===== src/rtl/fpu_pkg.sv =====
// Shared definitions for the FPU exception-status slice.
// Exception bit positions, the status FSM encoding and FP class codes.
package fpu_pkg;

  // Exception kinds and their bit positions in an exception vector
  localparam int NEXC             = 5;
  localparam int EXC_INVALID      = 0;
  localparam int EXC_DIVIDEBYZERO = 1;
  localparam int EXC_OVERFLOW     = 2;
  localparam int EXC_UNDERFLOW    = 3;
  localparam int EXC_INEXACT      = 4;

  // Read-port FSM encoding
  localparam logic [1:0] ST_IDLE    = 2'd0;
  localparam logic [1:0] ST_CAPTURE = 2'd1;
  localparam logic [1:0] ST_RESPOND = 2'd2;

  // FP operand class codes, kept next to the exception constants
  typedef enum logic [2:0] {
    CLS_NORMAL    = 3'd0,
    CLS_SUBNORMAL = 3'd1,
    CLS_ZERO      = 3'd2,
    CLS_INF       = 3'd3,
    CLS_QNAN      = 3'd4,
    CLS_SNAN      = 3'd5
  } fp_class_e;

endpackage


===== src/rtl/fpu_sat_counter.sv =====
// Saturating event counter: counts inc pulses, sticks at all-ones.
// Ports: clk, rst_n (async active-low), inc (count one event),
//        clr (synchronous clear, wins over inc), count (current value).
module fpu_sat_counter #(
  parameter int CNT_W = 16
) (
  input  logic             clk,
  input  logic             rst_n,
  input  logic             inc,
  input  logic             clr,
  output logic [CNT_W-1:0] count
);

  always_ff @(posedge clk or negedge rst_n) begin
    if (!rst_n) begin
      count <= '0;
    end else if (clr) begin
      count <= '0;
    end else if (inc && (count != {CNT_W{1'b1}})) begin
      count <= count + 1'b1;
    end
  end

endmodule


===== src/rtl/fpu_exception_status.sv =====
// FPU exception status collector.
// Accumulates per-operation exception vectors into sticky bits and
// per-exception saturating counters; offers a read / read-and-clear port
// and an interrupt gated by a software enable mask.
// Ports:
//   clk, rst_n              clock, async active-low reset
//   op_valid/op_ready       exception vector handshake from the FPU
//   op_flags                exception bits of one completed operation
//   en_we/en_wdata/en_mask  interrupt enable mask write port and readback
//   rd_req/rd_clear/rd_sel  read request, clear-on-read, counter select
//   rd_ack                  one-cycle pulse, snapshot outputs valid
//   rd_flags/rd_count       sticky snapshot and counter[rd_sel] snapshot
//   irq                     any enabled sticky bit set
//
// state      | meaning
// IDLE       | accepting vectors, waiting for rd_req
// CAPTURE    | vectors frozen, snapshot taken
// RESPOND    | vectors frozen, rd_ack high, optional clear
module fpu_exception_status #(
  parameter int NEXC  = fpu_pkg::NEXC,
  parameter int CNT_W = 16
) (
  input  logic                    clk,
  input  logic                    rst_n,
  input  logic                    op_valid,
  output logic                    op_ready,
  input  logic [NEXC-1:0]         op_flags,
  input  logic                    en_we,
  input  logic [NEXC-1:0]         en_wdata,
  output logic [NEXC-1:0]         en_mask,
  input  logic                    rd_req,
  input  logic                    rd_clear,
  input  logic [$clog2(NEXC)-1:0] rd_sel,
  output logic                    rd_ack,
  output logic [NEXC-1:0]         rd_flags,
  output logic [CNT_W-1:0]        rd_count,
  output logic                    irq
);

  import fpu_pkg::*;

  logic [1:0]              state;
  logic                    clear_q;
  logic [$clog2(NEXC)-1:0] sel_q;
  logic [NEXC-1:0]         sticky;
  logic [CNT_W-1:0]        cnt [NEXC];
  logic [CNT_W-1:0]        sel_cnt;
  logic                    accept;
  logic                    clr_all;

  // Vectors are only consumed in IDLE, so a clearing RESPOND can never
  // race against a set in the same cycle.
  assign op_ready = (state == ST_IDLE);
  assign accept   = op_valid & op_ready;
  assign rd_ack   = (state == ST_RESPOND);
  assign clr_all  = (state == ST_RESPOND) & clear_q;
  assign irq      = |(sticky & en_mask);

  for (genvar g = 0; g < NEXC; g++) begin : g_cnt
    fpu_sat_counter #(.CNT_W(CNT_W)) u_cnt (
      .clk   (clk),
      .rst_n (rst_n),
      .inc   (accept & op_flags[g]),
      .clr   (clr_all),
      .count (cnt[g])
    );
  end

  // Out-of-range selects match no counter and read as zero.
  always_comb begin
    sel_cnt = '0;
    for (int i = 0; i < NEXC; i++) begin
      if (int'(sel_q) == i) sel_cnt = cnt[i];
    end
  end

  always_ff @(posedge clk or negedge rst_n) begin
    if (!rst_n) begin
      sticky <= '0;
    end else if (clr_all) begin
      sticky <= '0;
    end else if (accept) begin
      sticky <= sticky | op_flags;
    end
  end

  always_ff @(posedge clk or negedge rst_n) begin
    if (!rst_n) begin
      en_mask <= '0;
    end else if (en_we) begin
      en_mask <= en_wdata;
    end
  end

  always_ff @(posedge clk or negedge rst_n) begin
    if (!rst_n) begin
      state    <= ST_IDLE;
      clear_q  <= 1'b0;
      sel_q    <= '0;
      rd_flags <= '0;
      rd_count <= '0;
    end else begin
      case (state)
        ST_IDLE: begin
          if (rd_req) begin
            clear_q <= rd_clear;
            sel_q   <= rd_sel;
            state   <= ST_CAPTURE;
          end
        end
        ST_CAPTURE: begin
          rd_flags <= sticky;
          rd_count <= sel_cnt;
          state    <= ST_RESPOND;
        end
        ST_RESPOND: state <= ST_IDLE;
        default:    state <= ST_IDLE;
      endcase
    end
  end

endmodule


===== config.mk =====
export PLATFORM = sky130hd
export DESIGN_NAME = fpu_exception_status
export DESIGN_NICKNAME = d
export VERILOG_FILES = /design/src/rtl/fpu_pkg.sv /design/src/rtl/fpu_sat_counter.sv /design/src/rtl/fpu_exception_status.sv
export SDC_FILE = /design/constraint.sdc
export NUM_CORES = 1
export LEC_CHECK = 0
export BUFFER_PORTS_ARGS = -buffer_cell sky130_fd_sc_hd__clkbuf_2
export CORE_MARGIN = 8
export CORE_UTILIZATION = 48
export CTS_CLUSTER_SIZE = 14
export DETAILED_ROUTE_END_ITERATION = 8
export MAX_ROUTING_LAYER = met4
export PLACE_DENSITY = 0.69
export SETUP_SLACK_MARGIN = 0.05
export SLEW_MARGIN = 20
export SYNTH_ARGS = -nofsm -noshare
export SYNTH_HDL_FRONTEND = slang
export SYNTH_SLANG_ARGS = --single-unit

===== constraint.sdc =====
create_clock -name clk -period 1.85 [get_ports clk]
set_input_delay 0.2775 -clock clk [delete_from_list [all_inputs] [get_ports clk]]
set_output_delay 0.2775 -clock clk [all_outputs]
set_load 0.01 [all_outputs]

== Word level (Yosys, flattened, before mapping) ==
Index checks and enable logic that the tools add are counted.
Cells by class
  add/sub/neg operators: 5
  equality and inequality tests: 12
  muxes and demuxes: 19
  bitwise logic cells: 9
  reductions and logical operators: 15
Operators by type and width (count)
  $mux W16: 15
  $add A16 B1 Y16 const B: 5
  $ne A16 B16 Y1 const B: 5
  $reduce_bool A2 Y1: 6
  $mux W5: 2
  $eq A3 B3 Y1 const B: 3
  $and A1 B1 Y1: 7
  $and A5 B5 Y5: 1
  $logic_and A1 B1 Y1: 5
  $or A5 B5 Y5: 1
  $reduce_or A5 Y1: 1
  $pmux W2 S2: 1
  $eq A3 B2 Y1 const B: 1
  $logic_not A3 Y1: 1
  $eq A2 B1 Y1 const B: 1
  $eq A2 B2 Y1 const B: 1
  $logic_not A2 Y1: 1
  $mux W2: 1
  $ne A2 B1 Y1 const B: 1
  $reduce_and A2 Y1: 1
Word-level totals
  flip-flop bits (word level): 117
  input bits: 19
  output and inout bits: 29
  logic and storage cells: 72

== Longest topological paths before layout ==
Gate-level depths: netlist of run 1.
  depth after elaboration: 6
  mapped depth: 7
  gate-level depth less buffers: 6

== By module ==
A second synthesis of run 1 with hierarchy kept.
Unflattened totals
  cell total of the unflattened synthesis: 694
  area, all modules: 6785.3 um2
Modules (own cells, without submodules)
  fpu_sat_counter: times used 5, cells an instance 98, area each 942.2 um2, seq. area each 400.4 um2
  fpu_exception_status: times used 1, cells an instance 204, area each 2074.5 um2, seq. area each 925.9 um2

== Worst setup path after synthesis of run 1 ==
No wires, ideal clock.
  path kind: flip-flop to flip-flop
  start point: reg state[0]
  end point: reg g_cnt[4].u_cnt.count[10]
  data arrival time: 1.719 ns
  required time: 1.784 ns
  path slack: 0.065 ns
  cell stages (with the launch flop): 7
  buffers on the path: 1
  clock period less this slack: 1.785 ns
  cells stage by stage: dfrtp_1 > clkbuf_1 > nand4bb_1 > nor3_2 > nand4_1 > or4_1 > nand2_1
On the way
  cells in the longest elaborated chain, start to end: 5
  elaborated cells on any way between the ends: 8
  classes of those cells: eq/ne (1); mux (1); bitwise (3); reduce/logical (3)
Ends and longest elaborated chain
  start, declared: line fpu_exception_status.sv:42  | logic [1:0] state;
  start signal, assigned: line fpu_exception_status.sv:97  | state <= ST_IDLE;
  start signal, assigned: line fpu_exception_status.sv:108  | state <= ST_CAPTURE;
  start signal, assigned: line fpu_exception_status.sv:114  | state <= ST_RESPOND;
  $logic_not A2 Y1: line fpu_exception_status.sv:53  | assign op_ready = (state == ST_IDLE);
  $and A1 B1 Y1: line fpu_exception_status.sv:54  | assign accept = op_valid & op_ready;
  $and A1 B1 Y1: line fpu_exception_status.sv:63  | .inc (accept & op_flags[g]),
  $logic_and A1 B1 Y1: line fpu_sat_counter.sv:19  | end else if (inc && (count != {CNT_W{1'b1}})) begin
  $reduce_bool A2 Y1 (no source line)
  end signal, assigned: line fpu_sat_counter.sv:20  | count <= count + 1'b1;
  end, declared: line fpu_sat_counter.sv:11  | output logic [CNT_W-1:0] count
Several ways; a longest one is shown, not always the timed one.
A chain may end at the register's enable or synchronous reset.

== Worst setup path in the final report of run 1 ==
  start point: reg state[1]
  end point: reg g_cnt[0].u_cnt.count[12]
On the way
  cells in the longest elaborated chain, start to end: 5
  elaborated cells on any way between the ends: 8
  classes of those cells: eq/ne (1); mux (1); bitwise (3); reduce/logical (3)
Ends and longest elaborated chain (line)
  $logic_not A2 Y1: fpu_exception_status.sv:53
  $and A1 B1 Y1: fpu_exception_status.sv:54
  $and A1 B1 Y1: fpu_exception_status.sv:63
  $logic_and A1 B1 Y1: fpu_sat_counter.sv:19
  $reduce_bool A2 Y1 (no source line)
  end signal, assigned: fpu_sat_counter.sv:20
  end, declared: fpu_sat_counter.sv:11
Several ways; a longest one is shown, not always the timed one.

==> results.env, run 1 <==
RUN_STATUS='complete, but fails checks'
FAILED_CHECKS='negative setup slack'
IR_DROP_V=0.000598
TOTAL_GLOBAL_ROUTING_OVERFLOW=0
DESIGN.DIE.AREA_UM2=16600
TIMING.FINAL.MAX_SLEW_VIOLATIONS=0
DRC_ERRORS=0
CTS_TREE='yes'
DPL.HPWL_UM=11900
FINAL_CORE_UTILIZATION=0.648
SYNTH.AVG_CELL_AREA_UM2=10.2
SLOWEST_DELAY_NS=0.46
GR-USAGE-ALL-LAYERS=0.217
POST_ROUTE_CELLS_DRIVE_ABOVE_1_SHARE=0.330
FINAL.SETUP.WORST_SLACK_NS=-0.0842
WORSTSETUPSTARTPOINTTYPE='register'
TRITONCTS_BUFFERS=17
CLOCK_INSERTION_DELAY_WORST_SKEW_NS=0.42
PLACE.GP.CONGESTION=0.933
ANTENNA-DIODE-COUNT=0
SYN-INSTANCE-COUNT=598
CLOCK.FMAX_MHz=517
FIRST_PASS_ITERS=5
YOSYS.AREA.TOP_TYPE_SHARE=0.479
DRT_WL_TOTAL_UM=17100
FINAL_CELLS=906
M1WIRELENGTH_UM=6860
SYNTH.AREA.TOP_CELLS='dfrtp_1, mux4_2, nand2_1, xnor2_1, nor2_1'
SYN_TO_FINAL_GROWTH_PCT=32.5
FLOORPLAN.ROWS=41
FIRST_ITER_VIOLATIONS=490
WL_MET2_UM=8370
CRIT_PATH_TOP_DELAY_CELL='dfrtp_2'
POSTSYNTHREGISTERBITS=117
ANTENNA_VIOLATING_NETS_POST_ROUTE=0
DESIGN.CORE.AREA_UM2=12500
ROUTE.TOP_LAYER_USED='met4'
FINALWORSTPATHREQUIREDPERIOD_NS=1.93
MIN_PERIOD_OVER_PERIOD=1.05
POSTSYNTHNETCOUNT=622
SYN-CELL-AREA_UM2=6120
CP_COMMON_CELL='buf_4'
VIAS_PER_CELL=5.87
ASYNC_FLOP_SHARE=1.00
INITIAL_UTILIZATION=0.489
CELL_BY_CELL_TRACE_OF_THE_CRITICAL_PATH='nor4bb_4, buf_4, nand4_1, buf_4, nand3b_1, xnor2_1, nor2_1'
MIN_PATH_TYPE='primary input to register'
DP_SLACK_NS=-0.106
POWER-PER-CELL-AREA_nW_PER_UM2=1100
SYNTH-WARNING-COUNT=0
CTS_ROOT_BUFFER='clkbuf_16'
CLK_SINKS=117
WHS_PATH_DEPTH=2
R2R_SETUP_SLACK_NS=-0.08
TIMING.MAX_SLEW.REL_SLACK=0.559
CLOCK_SKEW_NS=0.00773
WIRE_PER_INST_UM=18.8
POWER.STATIC_LEAKAGE_nW=3.57
SETUP.WORST_PATH.CLASS='register to register'
ANTENNA_FOUND_INITIAL=0
END_KIND='register'
FLOORPLAN.DIE.WIDTH_UM=129
R2R.WORST_PATH.CELLS=7
PATH_CLK_SLEW_NS=0.06
GRT_MAX_DEGREE=47
SEQUENTIAL_SHARE_OF_THE_SYNTHESIZED_AREA=0.479
SYNTH_EDF_COUNT=0
FINALPOWER_mW=8.92
CP.REQUIRED_NS=2.16
REPORT.FINAL.SETUP_VIOL=9
FINAL_NET_COUNT=745
FINALHOLDVIOLCOUNT=0
HTREEDEPTH=4
FIRST_GLOBAL_VIAS=5259
DPL.CELL_COUNT=861
ARRIVAL_NS=2.24
CHIPHEIGHT_UM=129
YS_TYPES=56
SYNTH_FF_TYPE='dfrtp_1'
IOPINCOUNT=48
GRT_PASS1_WL_UM=27000
MAX_ROOT_SINK_BUFFERS=2
DETAILROUTE.WIRELENGTH.MET3_UM=1230
NETLIST.TOP_CELL.BY_AREA='dfrtp_1'
CAP_VIOLATIONS=0
PLACE.PORT_BUFFERS=47
VIAS=5314
CRITPATHMAXFANOUT=6
RSZ0062_AT_GRT='yes'
WORST_PIN_SLEW_NS=0.655
-- final timing paths --
kind	startpoint	end
min in group asynchronous	rst_n	rd_count[9]$_DFFE_PN0N_
worst max-delay path	state[1]$_DFFE_PN0P_	g_cnt[0].u_cnt.count[12]$_DFFE_PN0P_
worst min register to register	rd_count[15]$_DFFE_PN0N_	rd_count[15]$_DFFE_PN0N_
worst min-delay path	rd_sel[0]	sel_q[0]$_DFFE_PN0P_
max in group asynchronous	rst_n	g_cnt[1].u_cnt.count[12]$_DFFE_PN0P_
worst max register to register	state[1]$_DFFE_PN0P_	g_cnt[0].u_cnt.count[12]$_DFFE_PN0P_
-- metal layers --
layer	up-vias	global-route usage
li1	2423	-
met1	2609	0.254
met2	229	0.340
met3	53	0.0588
met4	0	0.107
met5	-	-
-- registers in the layout, summed over array words and instances, names as in the netlist --
signal and cells:
g_cnt.u_cnt.count 80, state 2, en_mask 5, rd_flags 5
sticky 5, rd_count 16, clear_q 1, sel_q 3
-- power by group --
part	switching (mW)	internal, mW	total (mW)
sequential	0.389	3.01	3.40
combinational	1.08	0.937	2.01
clock	1.19	2.32	3.51
-- cell usage in the layout (no fill, tap or decap), types with 4 or more instances in the layout --
master	instances
mux2_2	11
a21oi_1	9
clkbuf_2	45
xor2_1	16
o21ai_0	25
dfrtp_2	4
and4_1	6
nor4_1	7
nand3_1	21
buf_12	5
nor4_4	5
clkbuf_16	17
nand2_1	75
nor3_1	9
nor2_1	67
bufinv_16	4
nor4_2	5
nand4_1	21
nor3_2	4
mux2i_1	16
nor3_4	4
xnor2_1	33
inv_1	9
dfrtp_1	113
and3_1	8
buf_6	5
buf_4	72
a22oi_1	17
mux4_2	16
-- critical path, delay by kind of cell (launching register included) --
family | cells | cell delay, ns
xor gates and xnor gates | 1 | 0.19
buffers and inverters | 2 | 0.39
DFF | 1 | 0.46
and+or+nand+nor | 4 | 0.77
-- cells by family (layout without fill, tap and decap cells) --
group,after synthesis,after routing,share of synthesized area
xor+xnor,49,49,0.0701
buf+inv,35,171,0.0223
mux,43,43,0.105
simple gates,274,274,0.234
compound gates,75,75,0.0791
fa+ha+maj,5,5,0.0102
flops,117,117,0.479
-- Yosys cell counts (all sizes together) (2+ instances only) --
master	count
a211oi	5
a21oi	11
a22oi	17
a31oi	3
and2	4
and3	9
and4	6
and4bb	2
buf	9
clkbuf	16
dfrtp	117
ha	5
inv	9
mux2	11
mux2i	16
mux4	16
nand2	77
nand2b	3
nand3	22
nand4	21
nand4b	2
nand4bb	5
nor2	70
nor2b	2
nor3	17
nor3b	3
nor4	17
nor4b	4
nor4bb	2
o2111ai	3
o211ai	3
o21ai	27
or2	3
or4	3
xnor2	33
xor2	16
-- cell type report --
type                    instances  area [µm²]
clock buffers                  20         457
flip-flops and latches        117        2930
clock inverters                12         176
repair buffers                129         937
fillers                       963        4410
well taps                     172         215
multi-input cells             446        3350
inverters                      10        37.5
-- stage by stage --
step | setup TNS, ns | instance area [µm²] | hold WS (ns)
finish | -0.450 | 8110 | 0.0843
global route | -2.08 | 8110 | 0.0897
CTS | -0.0117 | 7800 | 0.0721
detailed placement | -0.297 | 7050 | 0.325
global placement | -0.0762 | 7050 | 0.322
floorplan | 0 | 6120 | -0.0181
-- timing repair --
action | 4_1_cts | 5_1_grt
setup buffers | 2 | 10
pin swaps | 3 | 24
resized for setup | 17 | 53
hold buffers | 1 | 0
hold endpoints to repair | 41 | 0
setup endpoints to repair | 22 | 52
Note: power is estimated with default switching activity, not from simulation.
==> run 2: changes to the inputs <==
Settings changed: PLACE_DENSITY 0.69 to 0.68, SYNTH_HIERARCHICAL set to 1.
==> run 2 against run 1 <==
  * The run now ends clean
  * Final cell count is 11% higher
  * Total power is 5.6% higher
  * Cell area is 12% higher
  * Combinational power is 31% higher
  * Global-route usage is 0.30 points lower
  * Register-to-register slack better by 0.12 ns
  * Via count is 20% higher
  * Maximum frequency is 6.5% higher
  * Critical path depth is 2 lower
  * First-iteration DRC count is 53% higher
  * Sequential cell count stayed put
  * Synthesized area is 11% higher
  * Critical path type unchanged
  * Critical endpoint is now g_cnt[4].u_cnt/count[15]$_DFFE_PN0P_
==> results.env, run 2 <==
MULTI_INPUT_AREA_UM2=4050  # was 3350 µm²
LARGEST_REGISTER_FFS=80  # unchanged
CRITPATHMAXFANOUT=7  # was 6
MIN_DELAY_WORST_ENDPOINT='en_mask[4]$_DFFE_PN0P_'  # was sel_q[0]$_DFFE_PN0P_
SYNTH.AVG_CELL_AREA_UM2=9.78  # was 10.2 µm²
DP_SLACK_NS=-0.0307  # was -0.106 ns
SYN_TO_FINAL_GROWTH_PCT=33.7  # was 32.5%
CP.REQUIRED_NS=2.15  # was 2.16 ns
ANTENNA-DIODE-COUNT=0  # unchanged
REGAREA_UM2=2940  # was 2930 µm²
DPL.HPWL_UM=13000  # was 11900 µm
GRT_MAX_DEGREE=46  # was 47
CELL_BY_CELL_TRACE_OF_THE_CRITICAL_PATH='nor2_4, and3_4, nand3_1, nor4_1, mux2_1'  # was nor4bb_4, buf_4, nand4_1, buf_4, nand3b_1, xnor2_1, nor2_1
CHIPHEIGHT_UM=135  # was 129 µm
CRIT_PATH_TOP_DELAY_CELL='dfrtp_1'  # was dfrtp_2
R2R.WORST_PATH.CELLS=5  # was 7
END_KIND='register'  # unchanged
PLACE.PORT_BUFFERS=47  # unchanged
FIRST_GLOBAL_VIAS=5926  # was 5259
DRT_WL_TOTAL_UM=20100  # was 17100 µm
YOSYS.AREA.TOP_TYPE_SHARE=0.431  # was 0.479
IR_DROP_V=0.000845  # was 0.000598 V
CRITICAL_PATH.REG2REG.ENDPOINT='g_cnt[4].u_cnt/count[15]$_DFFE_PN0P_'  # was g_cnt[0].u_cnt.count[12]$_DFFE_PN0P_
FINAL_COMMON_CELL='dfrtp_1'  # unchanged
PLACE.GP.CONGESTION=0.905  # was 0.933
FINALHOLDVIOLCOUNT=0  # unchanged
IOPINCOUNT=48  # unchanged
DPL.CELL_COUNT=937  # was 861
POWER.STATIC_LEAKAGE_nW=3.68  # was 3.57 nW
VIAS=6402  # was 5314
CLK_SINKS=117  # unchanged
FINALWORSTPATHREQUIREDPERIOD_NS=1.82  # was 1.93 ns
FLOORPLAN.DIE.WIDTH_UM=135  # was 129 µm
ANTENNA_VIOLATING_NETS_POST_ROUTE=0  # unchanged
TIMING.FINAL.MAX_SLEW_VIOLATIONS=0  # unchanged
WORSTPATHBUFFERINVERTERCOUNT=0  # was 2
ASYNC_FLOP_SHARE=1.00  # unchanged
CLOCK_INSERTION_DELAY_WORST_SKEW_NS=0.42  # about the same
ARRIVAL_NS=2.12  # was 2.24 ns
INITIAL_UTILIZATION=0.491  # was 0.489
R2R_SETUP_SLACK_NS=0.03  # was -0.08 ns
FINAL.SETUP.WORST_SLACK_NS=0.0332  # was -0.0842 ns
R2R_START='state[1]$_DFFE_PN0P_'  # unchanged
MAX_ROOT_SINK_BUFFERS=2  # unchanged
FIRST_PASS_ITERS=5  # unchanged
MIN_PERIOD_OVER_PERIOD=0.982  # was 1.05
MIN_PATH_TYPE='primary input to register'  # unchanged
POST_ROUTE_CELLS_DRIVE_ABOVE_1_SHARE=0.409  # was 0.330
TRITONCTS_BUFFERS=17  # unchanged
FINAL.SETUP.TNS_NS=0  # was -0.450 ns
WORST_PIN_SLEW_NS=0.493  # was 0.655 ns
NETLIST.TOP_CELL.BY_AREA='dfrtp_1'  # unchanged
FINALPOWER_mW=9.43  # was 8.92 mW
DESIGN.CORE.AREA_UM2=13800  # was 12500 µm²
VIAS_PER_CELL=6.34  # was 5.87
REPORT.FINAL.SETUP_VIOL=0  # was 9
SLOWEST_DELAY_NS=0.40  # was 0.46 ns
FLOORPLAN.ROWS=43  # was 41
SYNTH_FF_TYPE='dfrtp_1'  # unchanged
CLOCK.FMAX_MHz=550  # was 517 MHz
RSZ0062_AT_GRT='yes'  # unchanged
SEQUENTIAL_SHARE_OF_THE_SYNTHESIZED_AREA=0.431  # was 0.479
SYNTH_MOST_COMMON_CELL='dfrtp_1'  # unchanged
SYNTH_EDF_COUNT=0  # unchanged
NETLIST_TOP_CELLS_COUNT='dfrtp_1, a21oi_1, o31ai_1, nand2_1'  # was dfrtp_1, nand2_1, nor2_1, xnor2_1, o21ai_0
RUN_STATUS='finished clean'  # was complete, but fails checks
WORSTSETUPSTARTPOINTTYPE='register'  # unchanged
CTS_ROOT_BUFFER='clkbuf_16'  # unchanged
WIRE_PER_INST_UM=19.9  # was 18.8 µm
REGISTERS.TOP_BY_FF_COUNT='g_cnt.u_cnt/count'  # was g_cnt.u_cnt.count
WHS_PATH_DEPTH=2  # unchanged
SETUP.WORST_PATH.CLASS='register to register'  # unchanged
SYNTH.AREA.TOP_CELLS='dfrtp_1, a21oi_1, mux2_2, o31ai_1, mux2_1'  # was dfrtp_1, mux4_2, nand2_1, xnor2_1, nor2_1
TIMING.HOLD.WORST.START='en_wdata[4]'  # was rd_sel[0]
ANTENNA_FOUND_INITIAL=0  # unchanged
GRT_PASS1_WL_UM=30400  # was 27000 µm
FINAL_CORE_UTILIZATION=0.656  # was 0.648
FIRST_ITER_VIOLATIONS=750  # was 490
TOTAL_GLOBAL_ROUTING_OVERFLOW=0  # unchanged
CTS_TREE='yes'  # unchanged
SYNTH-WARNING-COUNT=6  # was 0
CAP_VIOLATIONS=0  # unchanged
SYN-CELL-AREA_UM2=6790  # was 6120 µm²
YS_TYPES=43  # was 56
PATH_CLK_SLEW_NS=0.06  # about the same
FINAL_CELLS=1009  # was 906
DRC_ERRORS=0  # unchanged
FINAL_NET_COUNT=840  # was 745
CLOCK_SKEW_NS=0.00810  # was 0.00773 ns
CRITICAL_PATH.TOP_DELAY_FAMILY='simple AND/OR/NAND/NOR gates'  # unchanged
POSTSYNTHNETCOUNT=718  # was 622
TIMING.MAX_SLEW.REL_SLACK=0.671  # was 0.559
SYN-INSTANCE-COUNT=694  # was 598
POWER-PER-CELL-AREA_nW_PER_UM2=1040  # was 1100 nW/µm²
FILL_CELLS=1021  # was 963
GR-USAGE-ALL-LAYERS=0.214  # was 0.217
POSTSYNTHREGISTERBITS=117  # unchanged
WORSTSETUPSTARTPOINT='state[1]$_DFFE_PN0P_'  # unchanged
MOSTFREQUENTLAYOUTCELLS='dfrtp_1, a21oi_1, buf_4'  # was dfrtp_1, nand2_1, buf_4
DESIGN.DIE.AREA_UM2=18200  # was 16600 µm²
HTREEDEPTH=4  # unchanged
LARGESTREGISTERS='g_cnt.u_cnt/count x80, rd_count x16'  # was g_cnt.u_cnt.count x80, rd_count x16
## run 2: changes by cell type after synthesis, moves of 20 or more
cell | before | now
xnor2_1 | 33 | 0
mux2_1 | 0 | 20
nor2b_1 | 2 | 22
o31ai_1 | 0 | 35
nor2_1 | 70 | 22
a21oi_1 | 11 | 93
or4_1 | 2 | 25
nand2_1 | 77 | 33
## run 2: kinds of logic (layout without fill, tap and decap cells)
family | count (synthesis) | after routing | synth area share
AOI/OAI and AO/OA | 208 | 208 | 0.190
adders and majority gates | 5 | 5 | 0.00922
buffers and inverters | 58 | 193 | 0.0419
DFF | 117 | 117 | 0.431
muxes | 50 | 50 | 0.0830
and+or+nand+nor | 256 | 256 | 0.244
## run 2: timing repair
item | 4_1_cts | 5_1_grt
resized for setup | 20 | 102
hold buffers | 1 | 0
cloned | 0 | 4
pin swaps | 5 | 44
setup buffers | 6 | 30
setup endpoints to repair | 27 | 63
endpoints found under the hold margin | 30 | 0
## run 2: final cells by class
type | instances | area share
clock buffer | 21 | 0.0507
inverter | 16 | 0.0102
timing repair inverter | 2 | 0.00193
sequential | 117 | 0.324
multi-input combinational | 519 | 0.447
tap | 180 | 0.0248
clock inverter | 11 | 0.0141
timing repair buffer | 143 | 0.127
## run 2: worst max-delay path by stage
stage / endpoint / depth (start not counted)
3_3_place_gp: g_cnt[0].u_cnt/count[15]$_DFFE_PN0P_ / 6
6_report: g_cnt[4].u_cnt/count[15]$_DFFE_PN0P_ / 5
5_1_grt: g_cnt[0].u_cnt/count[6]$_DFFE_PN0P_ / 6
4_1_cts: g_cnt[0].u_cnt/count[15]$_DFFE_PN0P_ / 6
2_1_floorplan: g_cnt[0].u_cnt/count[0]$_DFFE_PN0P_ / 6
3_5_place_dp: g_cnt[0].u_cnt/count[15]$_DFFE_PN0P_ / 6
## run 2: through the flow
step / hold WS [ns] / instance area, µm²
6_report: 0.0851 / 9070
2_1_floorplan: -0.0181 / 6880
4_1_cts: 0.0743 / 8320
3_3_place_gp: 0.281 / 7590
3_5_place_dp: 0.273 / 7590
5_1_grt: 0.0816 / 9070
## run 2: routing by layer
layer / part of all wire / vias to the layer above / global-route usage
met5: 0 / - / -
met1: 0.45 / 3133 / 0.281
met2: 0.46 / 293 / 0.322
li1: - / 2927 / -
met3: 0.071 / 49 / 0.0442
met4: 0.024 / 0 / 0.0774
## run 2: power by group
part / switching [mW] / total (mW) / internal (mW)
sequential: 0.495 / 3.54 / 3.04
clock: 1.20 / 3.26 / 2.05
combinational: 1.37 / 2.63 / 1.27
==> run 3: changes to the inputs <==
Settings changed: CORE_MARGIN 8 to 2, GPL_ROUTABILITY_DRIVEN set to 0.
==> run 3 against run 2 <==
  * The run now ends with negative setup slack left
  * Worst setup slack worse by 0.084 ns
  * Maximum frequency down 4.4%
  * Die area down 17%
  * Utilization down 0.17 points
  * Count of clock-buffer cells in the layout up 2
  * Critical path depth unchanged
  * Via count up 1.0%
==> results.env, run 3 (synthesized netlist as in run 2, its figures left out) <==
CELL_BY_CELL_TRACE_OF_THE_CRITICAL_PATH='nand4_1, nor4_4, buf_4, nor4_4, mux2_1'  # was nor2_4, and3_4, nand3_1, nor4_1, mux2_1
ARRIVAL_NS=2.20  # was 2.12 ns
TIMING.FINAL.MAX_SLEW_VIOLATIONS=0  # unchanged
DESIGN.DIE.AREA_UM2=15100  # was 18200 µm²
MOSTFREQUENTLAYOUTCELLS='dfrtp_1, buf_4, a21oi_1'  # was dfrtp_1, a21oi_1, buf_4
CRITPATHMAXFANOUT=5  # was 7
VIAS_PER_CELL=6.42  # was 6.34
FINAL_COMMON_CELL='dfrtp_1'  # unchanged
CLOCK_SKEW_NS=0.00677  # was 0.00810 ns
POWER.SHARE.COMBINATIONAL=0.269  # was 0.279
IR_DROP_V=0.000848  # was 0.000845 V
SYN_TO_FINAL_GROWTH_PCT=33.4  # was 33.7%
FINAL.HOLD.WORST_SLACK_NS=0.0832  # was 0.0851 ns
FIRST_ITER_VIOLATIONS=673  # was 750
FIRST_PASS_ITERS=5  # unchanged
CLOCK_INSERTION_DELAY_WORST_SKEW_NS=0.42  # about the same
WORSTSETUPSTARTPOINTTYPE='register'  # unchanged
REPORT.FINAL.SETUP_VIOL=6  # was 0
PLACEMENT.CELL_AREA_UM2=7560  # was 7590 µm²
FINALHOLDVIOLCOUNT=0  # unchanged
TRITONCTS_BUFFERS=17  # unchanged
CTS_ROOT_BUFFER='clkbuf_16'  # unchanged
POWER.SEQUENTIAL.FRACTION=0.373  # was 0.375
STDCELL_AREA_UM2=9050  # was 9070 µm²
FINAL_CORE_UTILIZATION=0.655  # was 0.656
SWSHARE=0.320  # was 0.325
DESIGN.CORE.AREA_UM2=13800  # unchanged
TOTAL_GLOBAL_ROUTING_OVERFLOW=0  # unchanged
IOPINCOUNT=48  # unchanged
VIAS=6468  # was 6402
ANTENNA_FOUND_INITIAL=0  # unchanged
TOTAL_SWITCHING_POWER_mW=3.03  # was 3.06 mW
CLOCK.FMAX_MHz=526  # was 550 MHz
POWER-PER-CELL-AREA_nW_PER_UM2=1050  # was 1040 nW/µm²
DPL.HPWL_UM=12800  # was 13000 µm
CRIT_PATH_TOP_DELAY_CELL='nor4_4'  # was dfrtp_1
FLOORPLAN.DIE.WIDTH_UM=123  # was 135 µm
HTREEDEPTH=4  # unchanged
GRT_MAX_DEGREE=59  # was 46
ANTENNA-DIODE-COUNT=0  # unchanged
FIRST_GLOBAL_VIAS=6045  # was 5926
RUN_STATUS='complete, but fails checks'  # was finished clean
CP_COMMON_CELL='nor4_4'
PLACE.PORT_BUFFERS=47  # unchanged
WIRE_PER_INST_UM=20.6  # was 19.9 µm
END_KIND='register'  # unchanged
SETUP.WORST_PATH.CLASS='register to register'  # unchanged
WORST_PIN_SLEW_NS=0.498  # was 0.493 ns
FINAL_NET_COUNT=840  # unchanged
RSZ0062_AT_GRT='yes'  # unchanged
TIMING.MAX_SLEW.REL_SLACK=0.664  # was 0.671
FLOORPLAN.ROWS=43  # unchanged
CHIPHEIGHT_UM=123  # was 135 µm
FINALWORSTPATHREQUIREDPERIOD_NS=1.90  # was 1.82 ns
INITIAL_UTILIZATION=0.491  # unchanged
CAP_VIOLATIONS=0  # unchanged
SHARE_CLK_OF_TOTAL_POWER=0.359  # was 0.345
PATH_CLK_SLEW_NS=0.06  # about the same
ANTENNA_VIOLATING_NETS_POST_ROUTE=0  # unchanged
MAX_ROOT_SINK_BUFFERS=2  # unchanged
SLOWEST_DELAY_NS=0.48  # was 0.40 ns
MIN_PATH_TYPE='primary input to register'  # unchanged
GR-USAGE-ALL-LAYERS=0.265  # was 0.214
CP.REQUIRED_NS=2.15  # about the same
POST_ROUTE_CELLS_DRIVE_ABOVE_1_SHARE=0.403  # was 0.409
GRT_PASS1_WL_UM=30400  # about the same
MIN_PERIOD_OVER_PERIOD=1.03  # was 0.982
FAILED_CHECKS='negative setup slack'
DRT_WL_TOTAL_UM=20700  # was 20100 µm
LARGESTREGISTERS='g_cnt.u_cnt/count x80, rd_count x16'  # unchanged
POWER.STATIC_LEAKAGE_nW=3.68  # about the same
DRC_ERRORS=0  # unchanged
FINAL.SETUP.WORST_SLACK_NS=-0.0510  # was 0.0332 ns
CLK_SINKS=117  # unchanged
LARGEST_REGISTER_FFS=80  # unchanged
CTS_TREE='yes'  # unchanged
INTERNAL_POWER_mW=6.43  # was 6.36 mW
REGISTERS.TOP_BY_FF_COUNT='g_cnt.u_cnt/count'  # unchanged
[run 3: cell types whose count changed in the layout (fill, tap and decap cells not counted), sizes merged]
cell,change
clkinv,-4
clkbuf,+2
bufinv,+1
clkinvlp,-1
inv,+1
[run 3: metal layers]
layer	routed length, µm	GRT usage
met1	8850	0.352
met2	9960	0.394
met3	1260	0.0549
met4	681	0.117
met5	0	-
[run 3: cell type report]
type,instances,area [µm²]
Fill cell,1027,4780
Clock buffer,23,478
Tap cell,180,225
Clock inverter,8,124
Inverter,16,100
Multi-Input combinational cell,519,4090
Timing Repair Buffer,143,1080
Sequential cell,117,2930
Timing Repair inverter,2,17.5
[run 3: timing repair]
item / in CTS / in global routing
gates cloned: 0 / 4
hold endpoints to repair: 27 / 0
pin swaps: 4 / 52
setup endpoints to repair: 30 / 74
hold buffers: 1 / 0
buffers inserted: 5 / 31
resized for setup: 9 / 104
[run 3: worst paths after layout]
check,startpoint,to,slack [ns],depth (start not counted)
setup / recovery,g_cnt[0].u_cnt/count[14]$_DFFE_PN0P_,g_cnt[0].u_cnt/count[15]$_DFFE_PN0P_,-0.05,5
hold / removal,en_wdata[3],en_mask[3]$_DFFE_PN0P_,0.08,2
setup reg to reg,g_cnt[0].u_cnt/count[14]$_DFFE_PN0P_,g_cnt[0].u_cnt/count[15]$_DFFE_PN0P_,-0.05,5
hold reg to reg,clear_q$_DFFE_PN0P_,clear_q$_DFFE_PN0P_,0.52,1
max in group asynchronous,rst_n,g_cnt[4].u_cnt/count[8]$_DFFE_PN0P_,0.81,3
min in group asynchronous,rst_n,g_cnt[1].u_cnt/count[7]$_DFFE_PN0P_,0.34,2
[run 3: through the flow]
step | std cells | power, mW | setup WS, ns | TNS, ns
finish | 1008 | 9.46 | -0.0510 | -0.219
global route | 1008 | 9.88 | -0.125 | -1.15
CTS | 973 | 9.15 | 0.00802 | 0
detailed placement | 936 | 5.71 | -0.0117 | -0.0294
global placement | 936 | 5.61 | 0.0274 | 0
floorplan | 694 | 4.74 | 0.0488 | 0
[run 3: power groups by stage]
| stage | combinational [mW] | sequential [mW] | clock (mW) |
|---|---|---|---|
| 2_1_floorplan | 1.21 | 3.53 | 0 |
| 3_3_place_gp | 2.13 | 3.48 | 0 |
| 3_5_place_dp | 2.19 | 3.51 | 0 |
| 4_1_cts | 2.28 | 3.48 | 3.40 |
| 5_1_grt | 2.77 | 3.58 | 3.53 |
| 6_report | 2.54 | 3.52 | 3.39 |
[run 3: worst max-delay path, delay by kind of cell, from the launching register on]
kind | cells | cell delay [ns]
DFF | 1 | 0.43
buffers and inverters | 1 | 0.20
and+or+nand+nor | 3 | 0.81
muxes | 1 | 0.32
